File: config.mk
export PLATFORM = sky130hd
export DESIGN_NAME = eightbit_down_counter_timer
export DESIGN_NICKNAME = d
export VERILOG_FILES = /design/src/rtl/eightbit_counter_pkg.sv /design/src/rtl/t_flipflop.sv /design/src/rtl/eightbit_down_counter_timer.sv
export SDC_FILE = /design/constraint.sdc
export NUM_CORES = 1
export LEC_CHECK = 0
export CORE_MARGIN = 2
export CORE_UTILIZATION = 44
export CTS_CLUSTER_SIZE = 20
export DETAILED_ROUTE_END_ITERATION = 16
export PLACE_DENSITY_LB_ADDON = 0.08
export SLEW_MARGIN = 20
export SYNTH_ARGS = -nofsm -noshare
export SYNTH_HDL_FRONTEND = slang
export SYNTH_SLANG_ARGS = --single-unit
export TNS_END_PERCENT = 20
File: constraint.sdc
create_clock -name CLK -period 3.1 [get_ports CLK]
set_clock_uncertainty 0.15 [all_clocks]
set_input_delay 0.62 -clock CLK [delete_from_list [all_inputs] [get_ports CLK]]
set_output_delay 0.62 -clock CLK [all_outputs]
set_load 0.1 [all_outputs]
File: src/rtl/eightbit_counter_pkg.sv
// eightbit_counter_pkg: shared width, count constants and state type for the 8-bit T-FF counters
package eightbit_counter_pkg;
  localparam int WIDTH = 8;
  localparam logic [WIDTH-1:0] ZERO = '0;
  localparam logic [WIDTH-1:0] ONE = WIDTH'(1);
  typedef enum logic {IDLE = 1'b0, COUNT = 1'b1} state_t;
endpackage

File: src/rtl/t_flipflop.sv
// t_flipflop: toggle flip-flop (CLK, async active-high Reset, T toggle enable, Q state)
module t_flipflop (
  input  logic CLK,
  input  logic Reset,
  input  logic T,
  output logic Q
);
  always_ff @(posedge CLK or posedge Reset)
    if (Reset) Q <= 1'b0;
    else if (T) Q <= ~Q;
endmodule

File: src/rtl/eightbit_down_counter_timer.sv
// eightbit_down_counter_timer: loadable 8-bit T-FF down-counter; ports CLK, Reset (async high), Load, Din, T, Q, Busy, Done; macro EIGHTBIT_DOWN_COUNTER_TIMER_AUTO_RELOAD_EN enables periodic reload
module eightbit_down_counter_timer
  import eightbit_counter_pkg::*;
(
  input  logic             CLK,
  input  logic             Reset,
  input  logic             Load,
  input  logic [WIDTH-1:0] Din,
  input  logic             T,
  output logic [WIDTH-1:0] Q,
  output logic             Busy,
  output logic             Done
);
  state_t           r_state;
  logic             r_done;
  logic             w_term;
  logic [WIDTH-1:0] w_dec_tog;
  logic [WIDTH-1:0] w_tog;
  assign Busy = (r_state == COUNT);
  assign Done = r_done;
  // Load has priority, so a collision with the terminal decrement never counts as terminal
  assign w_term = Busy && T && !Load && (Q == ONE);
  // Borrow chain: bit i toggles only when every lower bit is already zero
  for (genvar i = 0; i < WIDTH; i++) begin : g_bit
    assign w_dec_tog[i] = Busy && T && ((Q & ((ONE << i) - ONE)) == ZERO);
    t_flipflop u_tff (.CLK(CLK), .Reset(Reset), .T(w_tog[i]), .Q(Q[i]));
  end
`ifdef EIGHTBIT_DOWN_COUNTER_TIMER_AUTO_RELOAD_EN
  logic [WIDTH-1:0] r_reload;
  always_ff @(posedge CLK or posedge Reset)
    if (Reset) r_reload <= ZERO;
    else if (Load) r_reload <= Din;
  assign w_tog = Load ? (Q ^ Din) : w_term ? (Q ^ r_reload) : w_dec_tog;
`else
  assign w_tog = Load ? (Q ^ Din) : w_dec_tog;
`endif
  always_ff @(posedge CLK or posedge Reset)
    if (Reset) begin
      r_state <= IDLE;
      r_done  <= 1'b0;
    end else begin
      r_done <= w_term;
      if (Load) r_state <= (Din != ZERO) ? COUNT : IDLE;
`ifdef EIGHTBIT_DOWN_COUNTER_TIMER_AUTO_RELOAD_EN
      else if (w_term) r_state <= COUNT;
`else
      else if (w_term) r_state <= IDLE;
`endif
    end
endmodule

==> results of run 1 <==
-- per-stage QoR --
| step | setup slack, ps | hold slack [ps] |
|---|---|---|
| 2_1_floorplan | 962.8 | 310.2 |
| 6_report | 841.3 | 420.8 |
| 5_1_grt | 793.2 | 455.7 |
| 4_1_cts | 875.4 | 425.5 |
| 3_3_place_gp | 588.4 | 411.0 |
| 3_5_place_dp | 613.3 | 412.9 |
-- flip-flops by register name (all words and copies together), names as in the netlist --
signal and count:
Done 1, g_bit.u_tff.Q 8, Busy 1
-- final cells by class --
| type | instances | area [um2] | area share (%) |
|---|---|---|---|
| well taps | 14 | 17.52 | 2.418 |
| repair buffers | 21 | 185.2 | 25.56 |
| clock buffers | 3 | 22.52 | 3.109 |
| multi-input cells | 39 | 241.5 | 33.33 |
| inverters | 2 | 7.507 | 1.036 |
| flip-flops and latches | 10 | 250.2 | 34.54 |
-- layer usage --
metal,part of all wire (%),up-vias,routed length (um),GRT usage (%)
met1,47,221,528,23.88
met2,43,23,487,24.19
met4,1.2,0,14,7.759
met3,8.2,2,92,3.333
met5,0,-,0,0
li1,-,249,-,-
-- kinds of logic (layout without fill, tap and decap cells) --
logic type | Yosys count | in the layout
AOI/OAI and AO/OA | 17 | 17
xor gates and xnor gates | 2 | 2
DFF | 10 | 10
buffers and inverters | 13 | 26
and+or+nand+nor | 20 | 20
-- power by group --
group | switching [mW] | leakage [nW] | internal [mW] | total [mW]
Combinational | 0.118 | 0.164 | 0.0419 | 0.160
Sequential | 0.0133 | 0.116 | 0.143 | 0.156
Clock | 0.0387 | 0.0138 | 0.0445 | 0.0833
Total | 0.170 | 0.294 | 0.229 | 0.399
-- final timing paths --
kind                       slack (ps)                to
max                               840              Busy
min                               420              Busy
max reg2reg                      1210  g_bit[7].u_tff.Q
min reg2reg                       420              Busy
max in group asynchronous        2050  g_bit[4].u_tff.Q
min in group asynchronous         480  g_bit[0].u_tff.Q
-- worst min-delay path: stages (launching register included) --
cell and delay, ps:
dfrtp_1 410, nand2_1 60, o21ai_0 60
-- layout by cell type, fill, tap and decap left out --
master / synthesis / layout
a31oi_1: 5 / 5
buf_4: 8 / 10
clkbuf_4: 0 / 3
clkdlybuf4s50_1: 0 / 11
dfrtp_1: 10 / 10
inv_1: 2 / 2
nand2_1: 4 / 4
nand4bb_1: 1 / 1
nor2_1: 5 / 5
nor4_1: 1 / 1
o21ai_0: 8 / 8
o22a_1: 1 / 1
o31a_2: 1 / 1
o31ai_1: 2 / 2
or2_2: 1 / 1
or3_1: 1 / 1
or3_2: 2 / 2
or4_1: 4 / 4
or4b_2: 1 / 1
xor2_1: 2 / 2
==> impl_metrics.yaml, run 1 <==
outcome:
  status: "completed"
power_and_ir_drop:
  leakagePower_nw: 0.2935
  total_power_mw: 0.3993
  power.density_nw_per_um2: 551.2
  ir_worst_vdd_mv: 0.2648
clock_network:
  clock-sinks: 10
  clk_pin_slew_worst_paths_ps: 60
  tritoncts.num_buffers: 3
  htree_levels: 1
  cts-hold-fix-buffers: 0
  postCtsResizedCells: 0
  insertion_delay_ps: 260
  cts_setup_buffers: 0
  cts.root.buffer_cell: "clkbuf_4"
  clock_path_buffers: 2
  cts_tree: "yes"
global_routing:
  via_count_of_the_first_global_routing_pass: 388
  initial_antenna_violation_count: 0
  grt_use_total_pct: 16.80
  grt.overflow.total: 0
  grt_pass1_wl_mm: 1.738
  grt_start_max_net_pins: 14
floorplanning:
  placeableCoreArea_um2: 1156
  fp-row-count: 12
  start_util_pct: 49.46
  io-pin-count: 22
  die_height_um: 40.05
  die-area_um2: 1604
  die_x_um: 40.05
yosys:
  netlist_top_cells_area: "dfrtp_1, buf_4, o21ai_0"
  number_of_synthesis_warnings: 0
  yosys_register_bits: 10
  synth_most_common_cell: "dfrtp_1"
  postSynth.asyncResetShare_pct: 100.0
  synthesis.instances: 62
  combinational_family_with_the_most_area_after_synthesis: "simple AND/OR/NAND/NOR gates"
  netlist.top_cell.by_area: "dfrtp_1"
  synth_compound_area_share_pct: 18.38
  synth_top_cell_area_share_pct: 43.76
  mappedNetlistNets: 74
  yosys_most_used_dff: "dfrtp_1"
  sequential_element_share_of_the_synthesized_area_pct: 43.76
  synth-simple-area-share_pct: 20.79
  synth_area_per_cell_um2: 9.223
  yosys.area_share.xor_xnor_pct: 3.063
  synth_area_um2: 571.8
  netlist_top_cells_count: "dfrtp_1, buf_4, o21ai_0, a31oi_1, nor2_1"
  synth_edf_count: 0
  synth_cell_type_count: 20
  yosys.area_share.adder_pct: 0
  post_synth_mux_area_share_pct: 0
worst_setup_path:
  crit_path_cell_count: 4
  crit_start: "Load"
  worst_path_largest_cell_delay_ps: 670
  critical_path_arrival_ps: 2230
  critical_path.endpoint_type: "register"
  crit_slowest_cell: "or4b_2"
  start_kind: "primary input"
  critical_path.reg2reg.startpoint: "g_bit[2].u_tff.Q"
  worst_ep_required_time_ps: 3080
  crit_buf_inv: 1
  worstPathMaxFanout: 7
  critical_path_class: "primary input to register"
  crit_chain: "clkdlybuf4s50_1 > or4b_2 > nor4_1 > o21ai_0"
  reg2reg_depth: 3
  path_delay_family: "simple AND/OR/NAND/NOR gates"
detailed_routing:
  dr.first_iter.drc_count: 14
  detail_route.first_pass.iterations: 4
  route.vias.total: 495
  wire_per_inst_um: 12.63
  postRouteWirelength_mm: 1.124
  count_of_unresolved_drc_violations_after_routing: 0
  route.antenna.remaining_nets: 0
  via_per_inst: 5.562
timing:
  worst_slew_pin_slew_ps: 426.1
  setup_viol: 0
  final_period_demand_of_the_worst_path_ps: 2259
  rsz0062_at_grt: "false"
  totalNegativeSetupSlack_ps: 0
  finalHoldViolations: 0
  report.final.slew_viol_count: 0
  maxClockFrequency_mhz: 442.7
  tcrit_tclk_final_pct: 72.86
  worst_slew_margin_rel_pct: 71.43
placement:
  finalWeightedCongestion: 0.7175
  hpwlAfterDp_um: 845.6
  port_buffers: 21
  post-place-cells: 86
  postPlaceCellArea_um2: 701.9
finish:
  design_area_um2: 724.4
  layout-drive-gt1-share_pct: 24.00
  final_util_pct: 62.66
  antenna_diode_count: 0
  fillCellCount: 110
  net_total_in_the_final_layout: 89
  area_growth_syn_to_layout_pct: 26.70
  post_layout_nonfiller_instances: 89
run:
  max-cap-violations: 0
min_path:
  worst_hold_path.num_cells: 2
  hp-class: "register to register"
  hold_path_startpoint: "Busy"
(Power assumes the default switching activity.)
==> inputs of run 2 (changes only) <==
- CORE_UTILIZATION: 44 -> 37
- clock period: 3.1 -> 1.8 ns (I/O delays scaled with it)
==> impl_metrics.yaml, run 2 (same netlist as run 1, synthesis figures left out) <==
detailed_routing:
  via_per_inst: 5.423
  count_of_unresolved_drc_violations_after_routing: 0
  wire_per_inst_um: 14.09
  highest-signal-layer: "met4"
  route.antenna.remaining_nets: 0
  dr.first_iter.drc_count: 17
  detail_route.first_pass.iterations: 4
  dr_wl_met3_um: 121
  wl_met2_um: 781
  postRouteWirelength_mm: 1.465
  detail_route.wirelength.met1_um: 548
  route.vias.total: 564
global_routing:
  grt.overflow.total: 0
  initial_antenna_violation_count: 0
  grt_start_max_net_pins: 11
  via_count_of_the_first_global_routing_pass: 567
  grt_pass1_wl_mm: 2.415
  grt_use_total_pct: 17.69
run:
  max-cap-violations: 0
clock_network:
  insertion_delay_ps: 270
  cts.root.buffer_cell: "clkbuf_4"
  htree_levels: 1
  cts_tree: "yes"
  tritoncts.num_buffers: 3
  postCtsResizedCells: 1
  clk_pin_slew_worst_paths_ps: 70
  cts_setup_buffers: 0
  clock-sinks: 10
  cts-hold-fix-buffers: 0
  clock_path_buffers: 2
power_and_ir_drop:
  pwr-share-clk_pct: 24.1
  power.density_nw_per_um2: 877.5
  leakagePower_nw: 0.4116
  intPower_mw: 0.5242
  seq_power_share_pct: 31.0
  p_sw_share_pct: 39.02
  power_switching_mw: 0.3354
  total_power_mw: 0.8596
  ir_worst_vdd_mv: 0.5842
  combinational_share_of_power_pct: 45.0
timing:
  hold_slack_ps: 205.3
  final_period_demand_of_the_worst_path_ps: 1759
  report.final.slew_viol_count: 0
  worst_slew_pin_slew_ps: 381.7
  worst_slew_margin_rel_pct: 74.52
  finalHoldViolations: 0
  tcrit_tclk_final_pct: 97.74
  setup_viol: 0
  maxClockFrequency_mhz: 568.4
outcome:
  status: "completed"
placement:
  finalWeightedCongestion: 0.7669
  postPlaceCellArea_um2: 923.4
  port_buffers: 21
  hpwlAfterDp_mm: 1.161
  post-place-cells: 100
finish:
  largest-register: "g_bit.u_tff.Q"
  post_layout_nonfiller_instances: 104
  design_area_um2: 979.7
  layout-drive-gt1-share_pct: 38.64
  fillCellCount: 115
  net_total_in_the_final_layout: 101
  most_frequent_standard_cell_in_the_layout_excluding_fill_and_tap_cells: "buf_4"
  area_growth_syn_to_layout_pct: 71.33
  number_of_flip_flops_under_the_largest_register_name: 8
  antenna_diode_count: 0
  layout_common_cells: "buf_4, clkdlybuf4s50_1, buf_12"
worst_setup_path:
  start_kind: "primary input"
  worst_ep_required_time_ps: 1800
  crit_slowest_cell: "or4b_2"
  critical_path_arrival_ps: 1760
  critical_path_class: "primary input to register"
  critical_path.reg2reg.startpoint: "g_bit[2].u_tff.Q"
  reg2reg_depth: 3
  critical_path.endpoint_type: "register"
  worst_path_largest_cell_delay_ps: 680
  crit_chain: "clkdlybuf4s50_1 > or4b_2 > nor4_4 > o21ai_1"
  worstReg2RegEnd: "g_bit[7].u_tff.Q"
  ff2ff_setup_slack_ps: 90
  worstPathMaxFanout: 2
floorplanning:
  die_x_um: 43.31
  fp-row-count: 14
  die_height_um: 43.31
  die-area_um2: 1876
  placeableCoreArea_um2: 1471
  start_util_pct: 38.86
  io-pin-count: 22
min_path:
  hp-class: "primary input to async pin"
## run 2: worst max-delay path, delay by kind of cell
kind	cells	cell delay (ps)
AND/OR/NAND/NOR	2	860
buffers and inverters	1	430
AO/OA/AOI/OAI	1	120
## run 2: worst max-delay path by stage
stage                           from               end
finish                          Load              Busy
global route                    Load              Busy
CTS                             Load              Busy
detailed placement              Load              Busy
global placement                Load              Busy
floorplan           g_bit[2].u_tff.Q  g_bit[7].u_tff.Q
## run 2: per-layer routing
metal | global-route usage (%) | up-vias
met5 | 0 | -
met4 | 7.273 | 0
met3 | 6.383 | 3
met2 | 29.55 | 26
met1 | 20.43 | 264
li1 | - | 271
## run 2: final cells by class
cell class	count	area (um2)	area share, %
Timing Repair Buffer	33	400.4	40.87
Multi-Input combinational cell	39	261.5	26.69
Sequential cell	10	254.0	25.93
Clock buffer	4	36.28	3.704
Tap cell	16	20.02	2.043
Inverter	2	7.507	0.7663
## run 2: stage by stage
| stage | TNS, ps | utilization, % | worst slack (ps) |
|---|---|---|---|
| 2_1_floorplan | 0 | - | 20.84 |
| 3_3_place_gp | -813.4 | 62.76 | -234.5 |
| 3_5_place_dp | -1053 | 62.76 | -341.6 |
| 4_1_cts | 0 | 65.65 | 15.03 |
| 5_1_grt | -3.931 | 66.58 | -3.931 |
| 6_report | 0 | 66.58 | 40.76 |
## run 2: power groups by stage
stage / Combinational, mW / Clock, mW / Sequential [mW]
after floorplan: 0.226 / 0 / 0.279
after global placement: 0.379 / 0 / 0.270
after detailed placement: 0.383 / 0 / 0.270
after CTS: 0.385 / 0.211 / 0.266
after global routing: 0.403 / 0.217 / 0.269
final: 0.387 / 0.207 / 0.266
==> inputs of run 3 (changes only) <==
- RECOVER_POWER: unset -> 100
- SKIP_LAST_GASP: unset -> 1
- SLEW_MARGIN: 20 -> unset
==> impl_metrics.yaml, run 3 (same netlist as run 1, synthesis figures left out) <==
clock_network:
  cts_tree: "yes"
  tritoncts.num_buffers: 3
  cts_setup_buffers: 0
  clk_pin_slew_worst_paths_ps: 70
  clock-sinks: 10
  insertion_delay_ps: 280
  htree_levels: 1
  clock_path_buffers: 2
  cts-hold-fix-buffers: 0
  cts.root.buffer_cell: "clkbuf_4"
power_and_ir_drop:
  power.density_nw_per_um2: 937.5
  pwr-share-clk_pct: 26.4
  combinational_share_of_power_pct: 40.3
  ir_worst_vdd_mv: 0.5493
  seq_power_share_pct: 33.2
  power_switching_mw: 0.3246
  intPower_mw: 0.4613
  total_power_mw: 0.7859
  p_sw_share_pct: 41.30
  leakagePower_nw: 0.3583
detailed_routing:
  count_of_unresolved_drc_violations_after_routing: 0
  route.vias.total: 573
  via_per_inst: 5.510
  wire_per_inst_um: 14.25
  detail_route.first_pass.iterations: 4
  dr.first_iter.drc_count: 20
  route.antenna.remaining_nets: 0
  postRouteWirelength_mm: 1.482
worst_setup_path:
  crit_start: "g_bit[2].u_tff.Q"
  critical_path_arrival_ps: 1810
  worst_ep_required_time_ps: 1840
  critical_path_class: "register to register"
  critical_path.reg2reg.startpoint: "g_bit[2].u_tff.Q"
  reg2reg_depth: 3
  worstPathMaxFanout: 6
  start_kind: "register"
  critical_path.endpoint_type: "register"
timing:
  tcrit_tclk_final_pct: 98.36
  worst_slew_pin_slew_ps: 542.0
  rsz0062_at_grt: "true"
  report.final.slew_viol_count: 0
  setup_viol: 0
  finalHoldViolations: 0
  maxClockFrequency_mhz: 564.8
  worst_slew_margin_rel_pct: 64.02
  final_period_demand_of_the_worst_path_ps: 1770
floorplanning:
  start_util_pct: 38.86
  placeableCoreArea_um2: 1471
  die_height_um: 43.31
  fp-row-count: 14
  io-pin-count: 22
  die_x_um: 43.31
  die-area_um2: 1876
min_path:
  hp-class: "primary input to async pin"
global_routing:
  grt_pass1_wl_mm: 2.415
  grt_use_total_pct: 17.69
  grt_start_max_net_pins: 11
  via_count_of_the_first_global_routing_pass: 567
  grt.overflow.total: 0
  initial_antenna_violation_count: 0
finish:
  layout-drive-gt1-share_pct: 36.36
  most_frequent_standard_cell_in_the_layout_excluding_fill_and_tap_cells: "buf_4"
  number_of_flip_flops_under_the_largest_register_name: 8
  area_growth_syn_to_layout_pct: 46.61
  post_layout_nonfiller_instances: 104
  net_total_in_the_final_layout: 101
  antenna_diode_count: 0
  largest-register: "g_bit.u_tff.Q"
  layout_common_cells: "buf_4, clkbuf_4, dfrtp_1, clkdlybuf4s50_1, o21ai_0"
placement:
  post-place-cells: 100
  finalWeightedCongestion: 0.7669
  hpwlAfterDp_mm: 1.161
  port_buffers: 21
run:
  max-cap-violations: 0
outcome:
  status: "completed"
-- run 3: cell count changes in the layout (fill, tap and decap cells not counted) --
cell             before  now
buf_2                 0    1
clkdlybuf4s50_1      11    9
clkbuf_4              3   10
clkbuf_1              0    1
dlygate4sd3_1         0    2
or3_1                 0    1
buf_12               10    0
buf_4                12   11
clkbuf_2              0    2
or3_4                 1    0
-- run 3: worst max-delay path, stage by stage, from the launching register on --
cell and delay [ps]:
dfrtp_1 390, or3_1 460, or4_1 530, a31oi_1 170
-- run 3: what timing repair did --
action / 4_1_cts / 5_1_grt
cloned: 0 / 0
setup endpoints to repair: 1 / 2
resized for setup: 1 / 2
-- run 3: final cells by class --
type	count	area (um2)
fillers	133	633.1
repair buffers	33	264.0
multi-input cells	39	256.5
flip-flops and latches	10	254.0
clock buffers	4	36.28
well taps	16	20.02
inverters	2	7.507
-- run 3: routing by layer --
layer / share of wire (%) / global-route usage (%)
met3: 8.2 / 6.383
met4: 0.94 / 7.273
met2: 52 / 29.55
met5: 0 / 0
met1: 39 / 20.43
-- run 3: power groups by stage --
stage | logic [mW] | registers, mW | clock network, mW
after floorplan | 0.226 | 0.279 | 0
after global placement | 0.379 | 0.270 | 0
after detailed placement | 0.383 | 0.270 | 0
after CTS | 0.385 | 0.266 | 0.211
after global routing | 0.332 | 0.264 | 0.217
final | 0.317 | 0.261 | 0.208
-- run 3: per-stage QoR --
| stage | setup TNS, ps | setup slack (ps) | hold slack, ps | instance area (um2) | util (%) |
|---|---|---|---|---|---|
| after CTS | 0 | 15.03 | 213.6 | 965.9 | 65.65 |
| after global placement | -813.4 | -234.5 | 405.2 | 923.4 | 62.76 |
| after floorplan | 0 | 20.84 | 50.20 | 575.6 | - |
| after detailed placement | -1053 | -341.6 | 396.4 | 923.4 | 62.76 |
| after global routing | -15.51 | -11.58 | 409.8 | 838.3 | 56.97 |
| final | 0 | 29.51 | 336.9 | 838.3 | 56.97 |
-- run 3: worst paths after layout --
check	to	slack [ps]
worst max-delay path	g_bit[7].u_tff.Q	30
worst min-delay path	g_bit[2].u_tff.Q	340
worst max register to register	g_bit[7].u_tff.Q	30
worst min register to register	Done	430
max in group asynchronous	Busy	860
min in group CLK	Done	430
